<file path="src/rtl/pwr_supervisor_if.sv">
// pwr_supervisor_if: groups the sequencer-facing signals of pwr_supervisor.
//   stage_en    [3:0] stage enables from the sequencer (bit i = stage i)
//   stage_pg    [3:0] synchronised per-stage power-good (bit 0 tied high)
//   fault_clear       single-cycle clear request, honoured only in FAULT
//   stage_kill  [3:0] force stage i off (rail EN = stage_en & ~stage_kill)
//   fpga_prog_b       target PROGRAM_B, active-low
//   power_ok          all rails good and target released
//   fault             shutdown in progress or latched
//   fault_stage [1:0] lowest-index stage with PG low at detection
// slave = the supervisor, master = the sequencer side / bench.
interface pwr_supervisor_if;
  logic [3:0] stage_en;
  logic [3:0] stage_pg;
  logic       fault_clear;
  logic [3:0] stage_kill;
  logic       fpga_prog_b;
  logic       power_ok;
  logic       fault;
  logic [1:0] fault_stage;

  modport slave (
    input  stage_en, stage_pg, fault_clear,
    output stage_kill, fpga_prog_b, power_ok, fault, fault_stage
  );

  modport master (
    output stage_en, stage_pg, fault_clear,
    input  stage_kill, fpga_prog_b, power_ok, fault, fault_stage
  );
endinterface

</file>
<file path="src/rtl/pwr_supervisor.sv">
// pwr_supervisor: watches the sequencer stage enables and power-goods,
// releases the FPGA PROGRAM_B once all rails have settled, and on a debounced
// PG loss (or power-up timeout) kills the rails in reverse order, then
// latches the fault until fault_clear.
// Ports:
//   clk  free-running clock, single domain
//   rst  synchronous active-high reset
//   bus  pwr_supervisor_if.slave (stage_en/stage_pg/fault_clear in;
//        stage_kill/fpga_prog_b/power_ok/fault/fault_stage out)
// All outputs are registered; they are decoded from the next state so they
// line up with the state register.
module pwr_supervisor #(
  parameter int SETTLE_CYCLES = 16384,
  parameter int PROG_CYCLES   = 64,
  parameter int GLITCH_CYCLES = 4,
  parameter int SHDN_CYCLES   = 16384,
  parameter int UP_TIMEOUT    = 65536
) (
  input logic            clk,
  input logic            rst,
  pwr_supervisor_if.slave bus
);

  localparam int M0   = (SETTLE_CYCLES > PROG_CYCLES) ? SETTLE_CYCLES : PROG_CYCLES;
  localparam int M1   = (GLITCH_CYCLES > SHDN_CYCLES) ? GLITCH_CYCLES : SHDN_CYCLES;
  localparam int M2   = (M0 > M1) ? M0 : M1;
  localparam int MAXP = (M2 > UP_TIMEOUT) ? M2 : UP_TIMEOUT;
  localparam int CW   = $clog2(MAXP) + 1;

  typedef enum logic [2:0] {
    ST_WAIT, ST_SETTLE, ST_PROG, ST_RUN, ST_SHDN, ST_FAULT
  } state_t;

  state_t        state, state_nxt;
  logic [CW-1:0] up_cnt, up_nxt;    // power-up timeout
  logic [CW-1:0] tmr, tmr_nxt;      // settle / prog / shutdown step timer
  logic [CW-1:0] glt, glt_nxt;      // consecutive PG-low samples
  logic [1:0]    step, step_nxt;    // kill steps already taken in SHDN
  logic [3:0]    kill_q, kill_nxt;
  logic [1:0]    fs_q, fs_nxt;
  logic          prog_b_q, pok_q, fault_q;
  logic          all_good, drop;

  function automatic logic [1:0] low_idx(input logic [3:0] pg);
    low_idx = 2'd3;
    for (int i = 3; i >= 0; i--)
      if (!pg[i]) low_idx = 2'(i);
  endfunction

  assign all_good = (bus.stage_en == 4'hF) && (bus.stage_pg == 4'hF);
  // This sample is the GLITCH_CYCLES-th consecutive low one.
  assign drop = (bus.stage_pg != 4'hF) && (glt == CW'(GLITCH_CYCLES - 1));

  always_comb begin
    state_nxt = state;
    up_nxt    = up_cnt;
    tmr_nxt   = tmr;
    glt_nxt   = glt;
    step_nxt  = step;
    kill_nxt  = kill_q;
    fs_nxt    = fs_q;
    unique case (state)
      ST_WAIT: begin
        if (bus.stage_en[0]) up_nxt = up_cnt + 1'b1;
        if (all_good) begin
          state_nxt = ST_SETTLE;
          up_nxt    = '0;
          tmr_nxt   = '0;
          glt_nxt   = '0;
        end else if (up_cnt == CW'(UP_TIMEOUT)) begin
          state_nxt = ST_SHDN;
          up_nxt    = '0;
          tmr_nxt   = '0;
          step_nxt  = '0;
          kill_nxt  = 4'b1000;
          fs_nxt    = low_idx(bus.stage_pg);
        end
      end
      ST_SETTLE, ST_PROG, ST_RUN: begin
        glt_nxt = (bus.stage_pg == 4'hF) ? '0 : glt + 1'b1;
        if (state != ST_RUN) tmr_nxt = tmr + 1'b1;
        // Drop detection outranks the phase advance on the same edge.
        if (drop) begin
          state_nxt = ST_SHDN;
          tmr_nxt   = '0;
          glt_nxt   = '0;
          step_nxt  = '0;
          kill_nxt  = 4'b1000;
          fs_nxt    = low_idx(bus.stage_pg);
        end else if (state == ST_SETTLE && tmr == CW'(SETTLE_CYCLES - 1)) begin
          state_nxt = ST_PROG;
          tmr_nxt   = '0;
        end else if (state == ST_PROG && tmr == CW'(PROG_CYCLES - 1)) begin
          state_nxt = ST_RUN;
          tmr_nxt   = '0;
        end
      end
      ST_SHDN: begin
        tmr_nxt = tmr + 1'b1;
        if (tmr == CW'(SHDN_CYCLES - 1)) begin
          tmr_nxt = '0;
          if (step == 2'd3) begin
            state_nxt = ST_FAULT;
          end else begin
            step_nxt = step + 1'b1;
            kill_nxt = {1'b1, kill_q[3:1]};  // next-lower stage goes off
          end
        end
      end
      ST_FAULT: begin
        if (bus.fault_clear) begin
          state_nxt = ST_WAIT;
          up_nxt    = '0;
          tmr_nxt   = '0;
          glt_nxt   = '0;
          step_nxt  = '0;
          kill_nxt  = '0;
          fs_nxt    = '0;
        end
      end
      default: state_nxt = ST_WAIT;
    endcase
  end

  always_ff @(posedge clk) begin
    if (rst) begin
      state    <= ST_WAIT;
      up_cnt   <= '0;
      tmr      <= '0;
      glt      <= '0;
      step     <= '0;
      kill_q   <= '0;
      fs_q     <= '0;
      prog_b_q <= 1'b0;
      pok_q    <= 1'b0;
      fault_q  <= 1'b0;
    end else begin
      state    <= state_nxt;
      up_cnt   <= up_nxt;
      tmr      <= tmr_nxt;
      glt      <= glt_nxt;
      step     <= step_nxt;
      kill_q   <= kill_nxt;
      fs_q     <= fs_nxt;
      prog_b_q <= (state_nxt == ST_RUN);
      pok_q    <= (state_nxt == ST_RUN);
      fault_q  <= (state_nxt == ST_SHDN) || (state_nxt == ST_FAULT);
    end
  end

  assign bus.stage_kill  = kill_q;
  assign bus.fpga_prog_b = prog_b_q;
  assign bus.power_ok    = pok_q;
  assign bus.fault       = fault_q;
  assign bus.fault_stage = fs_q;

endmodule
</file>
<file path="src/flat_wrapper.sv">
// flat-port wrapper written by rule: the top's interface ports become plain ports
module pwr_supervisor_flat 
#(
  parameter int SETTLE_CYCLES = 16384,
  parameter int PROG_CYCLES   = 64,
  parameter int GLITCH_CYCLES = 4,
  parameter int SHDN_CYCLES   = 16384,
  parameter int UP_TIMEOUT    = 65536
)
  (clk, rst, bus_stage_en, bus_stage_pg, bus_fault_clear, bus_stage_kill, bus_fpga_prog_b, bus_power_ok, bus_fault, bus_fault_stage);
  pwr_supervisor_if bus_i ();
  input logic clk;
  input logic rst;
  input wire logic [$bits(bus_i.stage_en)-1:0] bus_stage_en;
  input wire logic [$bits(bus_i.stage_pg)-1:0] bus_stage_pg;
  input wire logic [$bits(bus_i.fault_clear)-1:0] bus_fault_clear;
  output wire logic [$bits(bus_i.stage_kill)-1:0] bus_stage_kill;
  output wire logic [$bits(bus_i.fpga_prog_b)-1:0] bus_fpga_prog_b;
  output wire logic [$bits(bus_i.power_ok)-1:0] bus_power_ok;
  output wire logic [$bits(bus_i.fault)-1:0] bus_fault;
  output wire logic [$bits(bus_i.fault_stage)-1:0] bus_fault_stage;
  assign bus_i.stage_en = bus_stage_en;
  assign bus_i.stage_pg = bus_stage_pg;
  assign bus_i.fault_clear = bus_fault_clear;
  assign bus_stage_kill = bus_i.stage_kill;
  assign bus_fpga_prog_b = bus_i.fpga_prog_b;
  assign bus_power_ok = bus_i.power_ok;
  assign bus_fault = bus_i.fault;
  assign bus_fault_stage = bus_i.fault_stage;
  pwr_supervisor #(.SETTLE_CYCLES(SETTLE_CYCLES), .PROG_CYCLES(PROG_CYCLES), .GLITCH_CYCLES(GLITCH_CYCLES), .SHDN_CYCLES(SHDN_CYCLES), .UP_TIMEOUT(UP_TIMEOUT)) u_core (.clk(clk), .rst(rst), .bus(bus_i));
endmodule
</file>
<file path="config.mk">
export PLATFORM = sky130hd
export DESIGN_NAME = pwr_supervisor_flat
export DESIGN_NICKNAME = d
export VERILOG_FILES = /design/src/rtl/pwr_supervisor_if.sv /design/src/rtl/pwr_supervisor.sv /design/src/flat_wrapper.sv
export SDC_FILE = /design/constraint.sdc
export NUM_CORES = 1
export LEC_CHECK = 0
export CELL_PAD_IN_SITES_DETAIL_PLACEMENT = 1
export CELL_PAD_IN_SITES_GLOBAL_PLACEMENT = 2
export CORE_ASPECT_RATIO = 0.6
export CORE_UTILIZATION = 30
export CTS_BUF_LIST = sky130_fd_sc_hd__clkbuf_8
export CTS_CLUSTER_SIZE = 30
export DETAILED_ROUTE_END_ITERATION = 8
export PLACE_DENSITY_LB_ADDON = 0.1
export SLEW_MARGIN = 30
export SYNTH_ARGS = -nofsm -noshare
export SYNTH_HDL_FRONTEND = slang
export SYNTH_SLANG_ARGS = --single-unit
</file>
<file path="constraint.sdc">
create_clock -name clk -period 3.6 [get_ports clk]
set_input_delay 0.72 -clock clk [delete_from_list [all_inputs] [get_ports clk]]
set_output_delay 0.72 -clock clk [all_outputs]
set_load 0.005 [all_outputs]
</file>
# Word-level counts from Yosys, hierarchy flattened
# Index checks and enable logic that the tools add are counted.
# word_totals
reg_bits	64
inputBits	11
out_inout_bits	9
elab_cells	102
# op_classes
addsub	4
n_eq_ne	27
muxes	47
n_reduce_logical	15
# ops
op	count
$mux W17	14
$pmux W17 S4	1
$add A17 B1 Y17 const B	3
$pmux W17 S3	1
$pmux W17 S2	1
$mux W3	8
$mux W4	6
$mux W2	11
$eq A17 B14 Y1 const B	1
$eq A17 B17 Y1 const B	1
$eq A17 B2 Y1 const B	1
$eq A17 B6 Y1 const B	1
$pmux W4 S4	1
$eq A3 B3 Y1 const B	4
$pmux W3 S4	1
$eq A3 B2 Y1 const B	3
$eq A4 B4 Y1 const B	2
$ne A2 B1 Y1 const B	4
$pmux W2 S4	1
$reduce_and A7 Y1	1
$ne A2 B2 Y1 const B	3
$pmux W2 S3	1
$reduce_and A3 Y1	2
$ne A5 B1 Y1 const B	1
other kinds (17)	20

# Longest topological paths before layout
# Gate-level depths: netlist of the first run.
# logic_depth
word_depth	8
mapped_depth	9

# Least setup slack after synthesis of the first run
# Ideal clock, no wire load.
# synth_path
path_type	flip-flop to flip-flop
startpoint	reg u_core.up_cnt[0]
endpoint	reg u_core.up_cnt[12]
setup_ns	0.074
arrival_time_ns	2.551
required_ns	3.526
path_slack_ns	0.975
stages_incl_launch_ff	8
path_cell_list	dfxtp_1 inv_1 ha_1 or4bb_1 or4_4 a221o_1 or4_1 a31oi_1
# synth_via
elab_chain_len	5
elab_cells_between_ends	8
cone_classes	1 x add/sub; 2 x eq/ne; 4 x mux; 1 x reduce/logical
# synth_lines
element	line_no	text
start, declared	pwr_supervisor.sv:35	logic [CW-1:0] up_cnt, up_nxt;
start signal, assigned	pwr_supervisor.sv:139	up_cnt <= up_nxt;
$add A17 B1 Y17	pwr_supervisor.sv:64	if (bus.stage_en[0]) up_nxt = up_cnt + 1'b1;
$mux W17	pwr_supervisor.sv:64	
$mux W17	pwr_supervisor.sv:70	end else if (up_cnt == CW'(UP_TIMEOUT)) begin
$mux W17	pwr_supervisor.sv:65	if (all_good) begin
$pmux W17 S2	pwr_supervisor.sv:62	unique case (state)
# Several ways; a longest one is shown, not always the timed one. The select of a mux whose other input is x is not followed.
# A chain may end at the register's enable or synchronous reset.

# Final worst setup path of the first run
# Ends and elaborated chain as after synthesis.

==> impl_metrics.csv, run 1 <==
group,metric,value,unit
detailed_routing,vias_per_cell,5.50,
sta,hold_viol_final,0,
clocking,cts_tree,"done",
critical_path,max_stage_delay,0.59,ns
synthesis,synth_top_area_frac,0.376,
pwr,intPower,1.28,mW
synthesis,async_flop_share,0,
sta,fin_tns_setup,0,ns
clocking,cts_resized,0,
synthesis,ys.flop_type,"dfxtp_1",
synthesis,ys_types,55,
detailed_routing,firstDrtPassIters,4,
pwr,ir_drop,0.000225,V
sta,setup_viol,0,
final_layout,antenna_cells,0,
sta,period_needed,3.07,ns
final_layout,fillers,1279,
detailed_routing,vias,3252,
detailed_routing,wl_per_cell,17.1,microns
sta,relSlewSlack,0.458,
synthesis,synth_area_leaders,"dfxtp_1, nor2_1, a21oi_1, xnor2_1, nand3_1",
final_layout,num-nets-final,463,
job,maxCapViolations,0,
clocking,cts-root-buf,"clkbuf_8",
critical_path,r2r_cells,7,
floorplan,die_area,11800,sq um
critical_path,path_buf_inv,1,
floorplan,io_pins,20,
synthesis,yosysMostFrequentCell,"dfxtp_1",
critical_path,path_class,"flop to flop",
pwr,netSwitchingFraction,0.204,
global_routing,grt_antenna_before_repair,0,
pwr,power.share.clock,0.521,
critical_path,required,3.88,ns
synthesis,synth_seq_cells,64,
global_routing,grt_max_degree,33,
critical_path,reg2reg_slack,0.53,ns
synthesis,syn_area_per_cell,8.05,sq um
pwr,combPwrFrac,0.036,
floorplan,initial_core_util,0.315,
detailed_routing,drtIter0Drc,137,
sta,slew_viol_final,0,
global_routing,grt_pass1_wl,16.7,mm
critical_path,worstPathMaxFanout,13,
clocking,clockBufferDepth,2,
critical_path,cp_top_family,"simple AND/OR/NAND/NOR gates",
detailed_routing,drc,0,
clocking,post_cts.repair.setup_buffers,0,
global_routing,grt.overflow.total,0,
final_layout,drive_above_1_share,0.0752,
worst_hold_path,hold_class,"flop to flop",
critical_path,endpoint,"u_core.up_cnt[12]",
clocking,ctsHoldBuffers,0,
detailed_routing,wl,10.1,mm
sta,max_freq,326,MHz
floorplan,dieWidth,140,microns
global_routing,grt_pass1_vias,3114,
critical_path,crit_start,"u_core.up_cnt[0]",
pwr,powerDensity,398,nW/um^2
pwr,power,1.61,mW
critical_path,crit_chain,"inv_1 > ha_1 > or4bb_1 > or4_4 > a221o_1 > or4_1 > a31oi_1",
detailed_routing,ant_nets,0,
critical_path,timing.rr.end,"u_core.up_cnt[12]",
floorplan,rows,29,
synthesis,synth-edff-count,0,
placed_design,gp_congestion,0.778,
pwr,p_sw,0.329,mW
sta,skew,0.00978,ns
floorplan,core-area,10800,sq um
clocking,insertion_delay,0.35,ns
clocking,cts.sinks,64,
clocking,cts_max_level,3,
critical_path,cp.depth,7,
clocking,clk_pin_slew,0.08,ns
synthesis,yosysTopAreaCell,"dfxtp_1",
critical_path,cp.arrival,3.35,ns
pwr,p_leak,1.37,nW
critical_path,r2r-start,"u_core.up_cnt[0]",
clocking,cts_buffers,9,
critical_path,crit_path_end_kind,"flop",
sta,period_share,0.852,
synthesis,synthTopCellsByCount,"dfxtp_1, nor2_1, a21oi_1, nand2_1, nand3_1",
critical_path,start_kind,"flop",
synthesis,yosysWarnings,0,
floorplan,die-height,84.5,microns
run_status,status,"finished clean",
synthesis,ys_seq_area_frac,0.376,
global_routing,grt_use_total,0.183,
placed_design,portBuffers,19,
final_layout,syn2layout_area_growth,18.9,%
synthesis,postSynthCellCount,423,
placed_design,dp_hpwl,7.56,mm
synthesis,syn-num-nets,439,
critical_path,slowest_stage,"or4_1",
pwr,seq_power_share,0.443,
sta,worst_slew_pin_slew,0.807,ns
sta,rsz0062_at_grt,"false",
synthesis,mappedNetlistArea,3400,sq um
state kept, by name, indices dropped and copies added (netlist names):
name and count:
u_core.state 3, u_core.up_cnt 17, u_core.step 2, u_core.glt 17, u_core.bus.power_ok 1, u_core.bus.stage_kill 4, u_core.tmr 17, u_core.bus.fault 1
u_core.bus.fault_stage 2
placed cells by master (no fill, tap or decap), types with 14 or more instances in the layout:
| master | count |
|---|---|
| xnor2_1 | 17 |
| nand3_1 | 27 |
| a21oi_1 | 30 |
| o21ai_0 | 14 |
| nand2_1 | 30 |
| dfxtp_1 | 64 |
| nand4_1 | 18 |
| nor2_1 | 53 |
| nor3_1 | 20 |
| clkdlybuf4s50_1 | 19 |
cell families (layout without fill, tap and decap cells):
kind of cell / Yosys count / after routing / synth area share
and+or+nand+nor: 210 / 210 / 0.330
AOI/OAI and AO/OA: 88 / 88 / 0.165
DFF: 64 / 64 / 0.376
xor gates and xnor gates: 29 / 29 / 0.0746
buffers and inverters: 26 / 55 / 0.0327
adders and majority gates: 5 / 5 / 0.0184
muxes: 1 / 1 / 0.00294
final cells by class:
type / count / area, sq um / share of cell area
clock inverter: 6 / 131 / 0.0325
multi-input combinational: 333 / 2010 / 0.497
sequential: 64 / 1280 / 0.317
timing repair buffer: 31 / 280 / 0.0693
clock buffer: 10 / 138 / 0.0340
tap: 139 / 174 / 0.0430
inverter: 8 / 30.0 / 0.00742
per-stage QoR:
step / cells / utilization / instance area, sq um / worst slack (ns) / hold WS [ns]
global placement: 575 / 0.349 / 3780 / 0.543 / 0.454
floorplan: 423 / - / 3400 / 0.975 / 0.448
detailed placement: 575 / 0.349 / 3780 / 0.552 / 0.466
global route: 591 / 0.374 / 4050 / 0.391 / 0.489
finish: 591 / 0.374 / 4050 / 0.532 / 0.470
CTS: 591 / 0.374 / 4050 / 0.535 / 0.477
metal layers:
| layer | global-route usage | vias up | wire (microns) |
|---|---|---|---|
| li1 | - | 1610 | - |
| met1 | 0.281 | 1572 | 5630 |
| met2 | 0.251 | 61 | 3890 |
| met3 | 0.0451 | 9 | 480 |
| met4 | 0.0394 | 0 | 84 |
| met5 | 0 | - | 0 |
worst min path at each step:
stage                                    from                         to  slack [ns]  cells past startpoint
finish               u_core.bus.stage_kill[0]   u_core.bus.stage_kill[0]        0.47                      2
global route         u_core.bus.stage_kill[0]   u_core.bus.stage_kill[0]        0.49                      2
CTS                  u_core.bus.stage_kill[0]   u_core.bus.stage_kill[0]        0.48                      2
detailed placement   u_core.bus.stage_kill[0]   u_core.bus.stage_kill[0]        0.47                      2
global placement     u_core.bus.stage_kill[0]   u_core.bus.stage_kill[0]        0.45                      2
floorplan           u_core.bus.fault_stage[0]  u_core.bus.fault_stage[0]        0.45                      2
power groups by stage:
| stage | combinational, mW | clock (mW) | sequential (mW) |
|---|---|---|---|
| floorplan | 0.0317 | 0 | 0.728 |
| global placement | 0.0587 | 0 | 0.729 |
| detailed placement | 0.0590 | 0 | 0.729 |
| CTS | 0.0596 | 0.862 | 0.713 |
| global route | 0.0656 | 0.896 | 0.713 |
| finish | 0.0585 | 0.838 | 0.713 |
worst register-to-register path: cells and delay by family, from the launching register on:
| kind | cells | cell delay, ns |
|---|---|---|
| AOI/OAI and AO/OA | 2 | 0.76 |
| adders and majority gates | 1 | 0.15 |
| buffers and inverters | 1 | 0.10 |
| DFF | 1 | 0.33 |
| and+or+nand+nor | 3 | 1.67 |
(Power assumes the default switching activity.)
==> inputs of run 2 (changes only) <==
--- a/config.mk
+++ b/config.mk
@@ -17,3 +17,4 @@
 export SYNTH_ARGS = -nofsm -noshare
 export SYNTH_HDL_FRONTEND = slang
 export SYNTH_SLANG_ARGS = --single-unit
+export TNS_END_PERCENT = 30
==> results of run 2 <==
No change in the layout: final DEF, timing and power equal those of run 1.
==> inputs of run 3 (changes only) <==
--- a/config.mk
+++ b/config.mk
@@ -8,9 +8,9 @@
 export CELL_PAD_IN_SITES_DETAIL_PLACEMENT = 1
 export CELL_PAD_IN_SITES_GLOBAL_PLACEMENT = 2
 export CORE_ASPECT_RATIO = 0.6
-export CORE_UTILIZATION = 30
+export CORE_UTILIZATION = 37
 export CTS_BUF_LIST = sky130_fd_sc_hd__clkbuf_8
-export CTS_CLUSTER_SIZE = 30
+export CTS_CLUSTER_SIZE = 40
 export DETAILED_ROUTE_END_ITERATION = 8
 export PLACE_DENSITY_LB_ADDON = 0.1
 export SLEW_MARGIN = 30
==> run 3 against run 2 <==
Final area decreased by 4.1%. Cell count decreased by 5.2%. Sequential power about the same. Die area decreased by 19%. Critical endpoint unchanged. Combinational power about the same. Critical path type unchanged. Clock-buffer cell count unchanged. Largest power group is now sequential cells. Sequential share of layout area increased by 1.3 points. Global-route usage increased by 4.0 points. Worst hold slack got worse by 0.017 ns. Power decreased by 19%. Non-clock buffer count decreased by 2. Sequential cell count unchanged.
==> impl_metrics.csv, run 3 (same netlist as run 1, synthesis figures left out) <==
group,metric,value,unit
clocking,clk_pin_slew,0.07,ns
final_layout,final_util,0.445,
critical_path,slowest_stage,"a221o_1",
critical_path,required,3.87,ns
placed_design,gp_congestion,0.784,
clocking,cts_tree,"done",
critical_path,cp.depth,7,
detailed_routing,ant_nets,0,
floorplan,die-height,76.3,microns
sta,timing.final.ws_setup,0.494,ns
sta,rsz0062_at_grt,"false",
clocking,clockBufferDepth,2,
worst_hold_path,hold_class,"flop to flop",
sta,slew_viol_final,0,
detailed_routing,wl_per_cell,17.9,microns
detailed_routing,vias_per_cell,5.86,
clocking,cts_max_level,3,
critical_path,start_kind,"flop",
sta,fin_tns_setup,0,ns
sta,skew,0.00483,ns
critical_path,timing.rr.end,"u_core.up_cnt[12]",
pwr,powerDensity,335,nW/um^2
placed_design,portBuffers,19,
final_layout,reg_top3,"u_core.glt: 17 flops, u_core.tmr: 17 flops, u_core.up_cnt: 17 flops",
global_routing,grt_pass1_wl,16.7,mm
critical_path,max_stage_delay,0.58,ns
floorplan,die_area,9600,sq um
sta,max_freq,322,MHz
pwr,ir_drop,0.000128,V
detailed_routing,drc,0,
detailed_routing,firstDrtPassIters,4,
job,maxCapViolations,0,
critical_path,crit_path_end_kind,"flop",
clocking,cts.sinks,64,
placed_design,dpl_worst_slack,0.505,ns
sta,period_share,0.863,
clocking,insertion_delay,0.36,ns
critical_path,cp.arrival,3.38,ns
final_layout,mostFrequentLayoutCells,"dfxtp_1, nor2_1, nand2_1, a21oi_1, nand3_1",
critical_path,crit_chain,"inv_1 > ha_1 > or4bb_1 > or4_4 > a221o_1 > or4_1 > a31oi_1",
pwr,power,1.30,mW
global_routing,grt_pass1_vias,3186,
critical_path,worstPathMaxFanout,13,
floorplan,io_pins,20,
critical_path,cp_top_family,"simple AND/OR/NAND/NOR gates",
sta,whs,0.453,ns
clocking,ctsHoldBuffers,0,
floorplan,dieWidth,126,microns
final_layout,num-nets-final,461,
sta,relSlewSlack,0.507,
floorplan,rows,26,
final_layout,antenna_cells,0,
final_layout,drive_above_1_share,0.0625,
critical_path,r2r_cells,7,
floorplan,initial_core_util,0.390,
placed_design,dp_hpwl,7.24,mm
floorplan,core-area,8720,sq um
global_routing,grt.overflow.total,0,
detailed_routing,drtIter0Drc,198,
sta,period_needed,3.11,ns
clocking,cts-root-buf,"clkbuf_8",
critical_path,path_class,"flop to flop",
final_layout,syn2layout_area_growth,14.0,%
sta,setup_viol,0,
critical_path,endpoint,"u_core.up_cnt[12]",
sta,worst_slew_pin_slew,0.733,ns
critical_path,crit_start,"u_core.up_cnt[0]",
global_routing,grt_max_degree,21,
clocking,post_cts.repair.setup_buffers,0,
global_routing,grt_antenna_before_repair,0,
final_layout,fillers,1035,
pwr,p_leak,1.32,nW
clocking,cts_buffers,9,
final_layout,final_common_cell,"dfxtp_1",
detailed_routing,wl,10.0,mm
critical_path,r2r-start,"u_core.up_cnt[0]",
run_status,status,"finished clean",
detailed_routing,vias,3280,
sta,hold_viol_final,0,
clocking,cts_resized,0,
global_routing,grt_use_total,0.223,
critical_path,path_buf_inv,1,
critical_path,reg2reg_slack,0.49,ns
## run 3: how the worst min path moves through the flow
| stage | from | to | slack (ns) | cells after the start |
|---|---|---|---|---|
| final | u_core.bus.fault_stage[0] | u_core.bus.fault_stage[0] | 0.45 | 2 |
| after global routing | u_core.bus.fault_stage[0] | u_core.bus.fault_stage[0] | 0.48 | 2 |
| after CTS | u_core.bus.fault_stage[0] | u_core.bus.fault_stage[0] | 0.46 | 2 |
| after detailed placement | u_core.bus.fault_stage[0] | u_core.bus.fault_stage[0] | 0.45 | 2 |
| after global placement | u_core.bus.fault_stage[0] | u_core.bus.fault_stage[0] | 0.44 | 2 |
| after floorplan | u_core.bus.fault_stage[0] | u_core.bus.fault_stage[0] | 0.45 | 2 |
## run 3: metrics by stage
stage	instance area, sq um	instances
finish	3880	560
global route	3880	560
CTS	3880	560
detailed placement	3730	546
floorplan	3400	423
global placement	3730	546
## run 3: area by class of cell
cell class	count	area, sq um	share of cell area
clock buffer	10	138	0.0355
tap	112	140	0.0361
multi-input combinational	333	2010	0.518
sequential	64	1280	0.330
inverter	8	30.0	0.00774
clock inverter	4	16.3	0.00419
timing repair buffer	29	265	0.0683
## run 3: worst reg2reg max path: stages (launching register included)
cell and delay, ns:
dfxtp_1 0.33, inv_1 0.10, ha_1 0.16, or4bb_1 0.50, or4_4 0.56, a221o_1 0.58, or4_1 0.58, a31oi_1 0.21
## run 3: per-layer routing
| layer | vias up | GRT usage | routed length [microns] |
|---|---|---|---|
| met3 | 8 | 0.0583 | 612 |
| met4 | 0 | 0.0627 | 83 |
| li1 | 1609 | - | - |
| met2 | 85 | 0.317 | 4010 |
| met1 | 1578 | 0.328 | 5290 |
| met5 | - | 0 | 0 |
## run 3: power by group
part	switching (mW)	internal (mW)	leakage, nW
Clock	0.275	0.252	0.0918
Combinational	0.0354	0.0230	0.708
Sequential	0.00265	0.710	0.516
Total	0.313	0.986	1.32
